### config.mk
export PLATFORM = sky130hd
export DESIGN_NAME = pulse_button_bank
export DESIGN_NICKNAME = d
export VERILOG_FILES = /design/src/rtl/pulse_button_bank.sv
export SDC_FILE = /design/constraint.sdc
export NUM_CORES = 1
export LEC_CHECK = 0
export BUFFER_PORTS_ARGS = -buffer_cell sky130_fd_sc_hd__buf_2
export CORE_ASPECT_RATIO = 0.9
export CORE_MARGIN = 5
export CORE_UTILIZATION = 50
export DETAILED_ROUTE_END_ITERATION = 6
export GPL_ROUTABILITY_DRIVEN = 0
export HOLD_SLACK_MARGIN = 0.15
export PLACE_DENSITY = 0.84
export SYNTH_ARGS = -nofsm -noshare
export SYNTH_HDL_FRONTEND = slang
export SYNTH_SLANG_ARGS = --single-unit
### constraint.sdc
create_clock -name clk -period 1.4 [get_ports clk]
set_input_delay 0.14 -clock clk [delete_from_list [all_inputs] [get_ports clk]]
set_output_delay 0.14 -clock clk [all_outputs]
set_load 0.03 [all_outputs]
### src/rtl/pulse_button_bank.sv
// Multi-channel button front end: synchroniser, counter debouncer, selectable
// edge pulses and optional auto-repeat, one independent lane per channel.
module pulse_button_bank #(
    parameter int unsigned N_CH            = 4,
    parameter int unsigned SYNC_STAGES     = 2,
    parameter int unsigned DEBOUNCE_CYCLES = 16,
    parameter int unsigned EDGE_MODE       = 0,
    parameter int unsigned REPEAT_DELAY    = 0,
    parameter int unsigned REPEAT_PERIOD   = 8
) (
    input  logic            clk,
    input  logic            reset,
    input  logic            en,
    input  logic [N_CH-1:0] button,
    output logic [N_CH-1:0] level,
    output logic [N_CH-1:0] pulse,
    output logic            any_pulse
);

    localparam int unsigned CNT_W = $clog2(DEBOUNCE_CYCLES + 1);
    localparam int unsigned DLY_W = (REPEAT_DELAY == 0) ? 1 : $clog2(REPEAT_DELAY + 1);
    localparam int unsigned PER_W = $clog2(REPEAT_PERIOD + 1);

    localparam bit RISE_EN = (EDGE_MODE != 1);
    localparam bit FALL_EN = (EDGE_MODE != 0);
    localparam bit REP_EN  = (REPEAT_DELAY != 0) && (EDGE_MODE != 1);

    localparam logic [CNT_W-1:0] CNT_LAST = CNT_W'(DEBOUNCE_CYCLES - 1);
    localparam logic [DLY_W-1:0] DLY_LAST = DLY_W'((REPEAT_DELAY == 0) ? 0 : REPEAT_DELAY - 1);
    localparam logic [PER_W-1:0] PER_LAST = PER_W'(REPEAT_PERIOD - 1);

    logic [N_CH-1:0] pulse_d;
    logic [N_CH-1:0] pulse_q;
    logic            any_pulse_q;

    for (genvar i = 0; i < N_CH; i++) begin : g_ch
        logic [SYNC_STAGES-1:0] sync_q, sync_d;
        logic [CNT_W-1:0]       cnt_q, cnt_d;
        logic                   level_q, level_d;
        logic [DLY_W-1:0]       dly_q, dly_d;
        logic [PER_W-1:0]       per_q, per_d;
        logic                   rep_q, rep_d;
        logic                   s;
        logic                   rise_ev, fall_ev, rep_fire, ev_pulse;

        assign s = sync_q[SYNC_STAGES-1];

        // Next-state: debounce acceptance, then the delay/period repeat schedule.
        always_comb begin
            sync_d   = {sync_q[SYNC_STAGES-2:0], button[i]};
            cnt_d    = '0;
            level_d  = level_q;
            dly_d    = '0;
            per_d    = '0;
            rep_d    = 1'b0;
            rise_ev  = 1'b0;
            fall_ev  = 1'b0;
            rep_fire = 1'b0;

            if (s != level_q) begin
                if (cnt_q == CNT_LAST) begin
                    level_d = s;
                    rise_ev = s;
                    fall_ev = !s;
                end else begin
                    cnt_d = cnt_q + CNT_W'(1);
                end
            end

            // A release in progress of acceptance cancels any repeat this cycle.
            if (REP_EN && level_q && !fall_ev) begin
                if (!rep_q) begin
                    if (dly_q == DLY_LAST) begin
                        rep_fire = 1'b1;
                        rep_d    = 1'b1;
                    end else begin
                        dly_d = dly_q + DLY_W'(1);
                    end
                end else begin
                    rep_d = 1'b1;
                    if (per_q == PER_LAST) begin
                        rep_fire = 1'b1;
                    end else begin
                        per_d = per_q + PER_W'(1);
                    end
                end
            end

            ev_pulse = en && ((RISE_EN && rise_ev) || (FALL_EN && fall_ev) || rep_fire);
        end

        always_ff @(posedge clk or negedge reset) begin
            if (!reset) begin
                sync_q  <= '0;
                cnt_q   <= '0;
                level_q <= 1'b0;
                dly_q   <= '0;
                per_q   <= '0;
                rep_q   <= 1'b0;
            end else begin
                sync_q  <= sync_d;
                cnt_q   <= cnt_d;
                level_q <= level_d;
                dly_q   <= dly_d;
                per_q   <= per_d;
                rep_q   <= rep_d;
            end
        end

        assign pulse_d[i] = ev_pulse;
        assign level[i]   = level_q;
    end

    // Pulse and its OR-reduction are registered together so they stay aligned.
    always_ff @(posedge clk or negedge reset) begin
        if (!reset) begin
            pulse_q     <= '0;
            any_pulse_q <= 1'b0;
        end else begin
            pulse_q     <= pulse_d;
            any_pulse_q <= |pulse_d;
        end
    end

    assign pulse     = pulse_q;
    assign any_pulse = any_pulse_q;

endmodule

==> flow_summary.toml, run 1 <==
[floorplanning]
fp-row-count = 18
initial_utilization_pct = 51.78
coreArea_mm2 = 0.002748
die_h_um = 60.61
dieArea_mm2 = 0.004014
ios = 16
die_w_um = 66.23

[synthesis]
yosysWarnings = 0
synthTopCellsByCount = "dfrtp_1 (37), nor2_1 (14), xor2_1 (12), and2_1 (6), nand3_1 (5)"
ys_seq_elements = 37
avgSynthCellArea_um2 = 13.17
synth_fp_nets = 119
yosysMostFrequentCell = "dfrtp_1"
yosys-top-cells-area = "dfrtp_1 (65%), xor2_1 (7.4%), nor2_1 (3.7%)"
synth_cells = 108
netlist_area_mm2 = 0.001423
synthFlopType = "dfrtp_1"
synth.distinct_cells = 18
synth_top_cell_area_share_pct = 65.08
async_flop_share_pct = 100.0
synth-edff-count = 0
yosysTopAreaCell = "dfrtp_1"
ys_seq_area_share_pct = 65.08

[setup_path]
worstPathArrival_ps = 1560
crit_path_end_kind = "flop"
worstPathMaxFanout = 4
r2r-end = "any_pulse"
ff2ff_path_depth = 4
r2r_slack_ps = 50
start_kind = "flop"
critPathKind = "reg -> reg"
crit_required_ps = 1610
rr_startpoint = "g_ch[0].cnt_q[0]"

[finish]
seqCellArea_um2 = 925.9
syn2layout_area_growth_pct = 22.69
fillers = 241
drive_gt1_share_pct = 29.79
instances_no_fill = 181
final_nets = 152
multi_input_area_um2 = 504.2
antenna_cells = 0

[sta]
whs_ps = 358.7
skew_ps = 9.726
tns_ps = 0
setup_viol_count_final = 0
min_period_ps = 1354
relSlewSlack_pct = 69.97
tightest_slew_ps = 450.4
min_period_over_period_pct = 96.75
finalMaxSlewViolations = 0
max_freq_ghz = 0.7383
final_hold_viol_count = 0

[clocking]
root_buffer = "clkbuf_4"
clock_sinks = 37
h-tree-depth = 2
cts_tree = "done"
max-clock-path-buffers = 2
clk_latency_ps = 330
numCtsBuffers = 5
clk_pin_slew_ps = 100

[routing]
highest_layer = "met4"
met2_length_um = 1387
wirelength_um = 2520
via_per_inst = 4.972
final_antenna_net_count = 0
drt-wirelength-per-cell_um = 13.92
wl_met3_um = 104
drtIter0Drc = 38
drtPass1Iterations = 3
wl_met1_um = 1000
drc = 0
vias = 900

[status]
status = "complete, no violations"

[hold_path]
hold_class = "reg -> reg"
hold-path-endpoint = "g_ch[0].sync_q[1]"
hp-start = "g_ch[0].sync_q[0]"
min_path_cells = 0

[power_and_ir_drop]
finalPower_uw = 1827
powerDensity_mw_per_mm2 = 1047
cellLeakagePower_uw = 0.0009064
peakVddDrop_v = 0.0007107

[global_routing]
antenna_found_initial = 0
grt_first_pass_wirelength_um = 4091
overflow = 0
grt_max_degree = 38
grt_pass1_vias = 939
grt.total_usage_pct = 14.35

[placement]
dpl.cell_count = 165
port_buffers = 15
dp_hpwl_um = 1754

[run]
maxCapViolations = 0
sequential cells by signal, indices dropped and copies added (netlist names):
| register | count |
|---|---|
| pulse | 4 |
| g_ch.level_q | 4 |
| g_ch.cnt_q | 20 |
| g_ch.sync_q | 8 |
| any_pulse | 1 |
worst max-delay path by stage:
stage,from,end,slack [ps]
global placement,g_ch[1].cnt_q[0],any_pulse,40
CTS,g_ch[0].cnt_q[0],any_pulse,6
finish,g_ch[0].cnt_q[0],any_pulse,50
floorplan,g_ch[1].cnt_q[0],any_pulse,20
detailed placement,g_ch[2].cnt_q[0],any_pulse,-20
global route,g_ch[2].cnt_q[1],g_ch[2].level_q,-10
cells by family after synthesis:
family,count (synthesis),synth area share (%)
flip-flops,37,65.08
XOR/XNOR,12,7.388
AND/OR/NAND/NOR,41,16.80
buffers and inverters,6,2.639
multiplexers,4,3.166
adder cells (fa/ha/maj),4,3.518
AO/OA/AOI/OAI,4,1.407
cells in the final DEF (no fill, tap or decap):
master,synthesis,layout
or4_1,1,1
clkbuf_1,0,1
ha_4,0,3
nor3_1,1,1
inv_1,2,2
nor2_1,14,13
clkbuf_8,0,1
nand3_1,5,4
nor2_2,0,1
clkbuf_4,0,5
mux2_2,1,1
and2_1,6,6
nand3b_1,1,1
nand3_2,3,4
ha_1,4,1
buf_4,4,9
mux2_1,3,3
o21ai_1,4,4
nor4_2,3,3
dlygate4sd3_1,0,6
dfrtp_1,37,37
nand2_1,3,3
and3_1,4,4
xor2_1,12,12
buf_2,0,15
what timing repair did:
action / CTS / global route
setup endpoints to repair: 1 / 5
endpoints found under the hold margin: 45 / 0
cloned: 0 / 0
resized for setup: 2 / 6
setup buffers: 1 / 2
pin swaps: 0 / 2
hold buffers: 6 / 0
per-layer routing:
layer	up-vias	GRT usage, %
met5	-	0
met4	0	7.536
met3	2	6.296
met2	16	23.20
met1	459	16.28
li1	423	-
layout make-up:
cell class | count | share of cell area (%)
inverter | 2 | 0.4301
multi-input combinational | 65 | 28.89
sequential | 37 | 53.05
clock buffer | 7 | 3.154
timing repair buffer | 30 | 11.61
tap | 40 | 2.867
power by group:
group | switching (uW) | internal [uW] | leakage, uW
Clock | 307 | 237 | 0.0000314
Combinational | 66.3 | 70.3 | 0.000387
Sequential | 38.1 | 1110 | 0.000488
critical path, stage by stage (launching register included):
cell,delay (ps)
dfrtp_1,420
ha_1,250
nand3_2,120
nor4_2,70
or4_1,390
stage by stage:
stage	cell area (um^2)	util [%]	setup slack (ps)
after floorplan	1423	-	20.82
after global placement	1563	56.88	39.61
after detailed placement	1563	56.88	-21.54
after CTS	1690	61.52	6.043
after global routing	1745	63.52	-14.23
final	1745	63.52	45.53
(Power assumes the default switching activity.)
==> inputs of run 2 (changes only) <==
CELL_PAD_IN_SITES_DETAIL_PLACEMENT = 2   (was unset)
CELL_PAD_IN_SITES_GLOBAL_PLACEMENT = 2   (was unset)
CORE_UTILIZATION = 39   (was 50)
PLACE_DENSITY = 0.88   (was 0.84)
SETUP_SLACK_MARGIN = 0.1   (was unset)
clock period = 1.36 ns   (was 1.4 ns; I/O delays follow)
==> run 2 against run 1 <==
  * The run now ends with setup timing left
  * Non-clock buffer count grew 2
  * Power grew 16%
  * Sequential share of layout area shrank 2.7 points
  * First-iteration DRC count shrank 50%
  * Clock-buffer cell count is the same
  * Clock skew shrank 1.4 ps
  * Critical path type unchanged
  * Largest power group unchanged
==> flow_summary.toml, run 2 (synthesis results as in run 1) <==
[finish]
largest_register_ffs = 20
final_cell_mix = "dfrtp_1 (37), buf_2 (15), xor2_1 (12), buf_4 (12), nor2_1 (10)"
drive_gt1_share_pct = 36.36
antenna_cells = 0
final_common_cell = "dfrtp_1"
largest_register = "g_ch.cnt_q"
syn2layout_area_growth_pct = 29.38
top_regs = "g_ch.cnt_q: 20 flops, g_ch.sync_q: 8 flops"
final_nets = 154

[sta]
tightest_slew_ps = 461.3
relSlewSlack_pct = 69.25
grt_setup_unrepaired = "true"
min_period_ps = 1391
setup_viol_count_final = 1
finalMaxSlewViolations = 0
whs_ps = 153.9
skew_ps = 8.330
max_freq_ghz = 0.7190
final_hold_viol_count = 0
fin_ws_ps = -30.88
min_period_over_period_pct = 102.3

[setup_path]
critPathBufInv = 0
cp_cell_sequence = "ha_2, nand3_2, nor4_2, or4_1"
crit_path_end_kind = "flop"
crit_path_top_delay_cell = "or4_1"
critPathKind = "reg -> reg"
worstPathMaxFanout = 2
critPathTopFamily = "simple AND/OR/NAND/NOR gates"
crit_required_ps = 1520
start_kind = "flop"
worstPathArrival_ps = 1550
max_stage_delay_ps = 520

[power_and_ir_drop]
cellLeakagePower_uw = 0.0009313
powerDensity_mw_per_mm2 = 1149
peakVddDrop_v = 0.0007117
seqPwrFrac_pct = 55.8
p_sw_share_pct = 23.23
power.internal_uw = 1624
pwr-share-clk_pct = 36.7
finalPower_uw = 2115
p_comb_share_pct = 7.5
p_sw_uw = 491.4

[floorplanning]
ios = 16
dieArea_mm2 = 0.004957
fp-row-count = 20
coreArea_mm2 = 0.003453
initial_utilization_pct = 41.20
die_w_um = 73.67
die_h_um = 67.30

[clocking]
clk_latency_ps = 290
root_buffer = "clkbuf_8"
clock_sinks = 37
max-clock-path-buffers = 2
h-tree-depth = 2
clk_pin_slew_ps = 70
cts_tree = "done"
ctsHoldBuffers = 5
numCtsBuffers = 5

[global_routing]
grt_max_degree = 38
grt.total_usage_pct = 15.44
grt_pass1_vias = 1108
antenna_found_initial = 0
overflow = 0
grt_first_pass_wirelength_um = 5520

[routing]
drtPass1Iterations = 4
vias = 917
wirelength_um = 3324
final_antenna_net_count = 0
drt-wirelength-per-cell_um = 17.78
drtIter0Drc = 19
via_per_inst = 4.904
drc = 0

[placement]
dp_hpwl_um = 2050
port_buffers = 15

[run]
maxCapViolations = 0

[status]
violations = "setup timing"
status = "finished, violations left"

[hold_path]
hold_class = "in -> reg"
-- run 2: final timing paths --
path | startpoint | end | slack [ps] | depth (start not counted)
worst max-delay path | g_ch[0].cnt_q[1] | any_pulse | -30 | 4
worst min-delay path | en | pulse[0] | 150 | 3
worst max register to register | g_ch[0].cnt_q[1] | any_pulse | -30 | 4
worst min register to register | g_ch[1].sync_q[0] | g_ch[1].sync_q[1] | 360 | 0
max in group asynchronous | reset | g_ch[2].sync_q[1] | 600 | 3
min in group asynchronous | reset | g_ch[0].cnt_q[3] | 430 | 3
-- run 2: timing repair --
| item | CTS | global route |
|---|---|---|
| hold endpoints to repair | 43 | 1 |
| setup buffers | 3 | 3 |
| pin swaps | 3 | 1 |
| endpoints found under the setup margin | 8 | 10 |
| gates resized for setup | 7 | 6 |
-- run 2: area by class of cell --
| class | instances | area (um^2) |
|---|---|---|
| fill | 336 | 1613 |
| sequential | 37 | 925.9 |
| multi-input combinational | 65 | 550.5 |
| timing repair buffer | 32 | 215.2 |
| clock buffer | 7 | 86.33 |
| tap | 44 | 55.05 |
| inverter | 2 | 7.507 |
-- run 2: tightest hold or removal path: stages --
cell	delay [ps]
buf_2	130
nand2_1	80
nor4_2	50
-- run 2: power by group through the flow --
stage / clock [uW] / combinational (uW) / sequential [uW]
after floorplan: 0 / 56.3 / 1190
after global placement: 0 / 108 / 1190
after detailed placement: 0 / 120 / 1190
after CTS: 793 / 149 / 1180
after global routing: 860 / 182 / 1190
final: 777 / 158 / 1180
-- run 2: through the flow --
stage | setup WS, ps | util, % | cell area [um^2] | setup TNS [ps] | std cells
6_report | -30.88 | 53.30 | 1841 | -30.88 | 187
5_1_grt | -66.42 | 53.30 | 1841 | -166.7 | 187
4_1_cts | -29.39 | 51.88 | 1792 | -30.97 | 184
3_5_place_dp | -34.09 | 45.98 | 1588 | -51.20 | 169
3_3_place_gp | 17.60 | 45.98 | 1588 | 0 | 169
2_1_floorplan | 32.79 | - | 1443 | 0 | 108
-- run 2: metal layers --
layer | up-vias | track usage [%] | part of all wire, % | routed length, um
met5 | - | 0 | 0 | 0
met2 | 16 | 28.65 | 58 | 1912
met1 | 474 | 16.51 | 37 | 1238
met4 | 0 | 6.109 | 1.4 | 45
li1 | 422 | - | - | -
met3 | 5 | 4.167 | 3.8 | 127
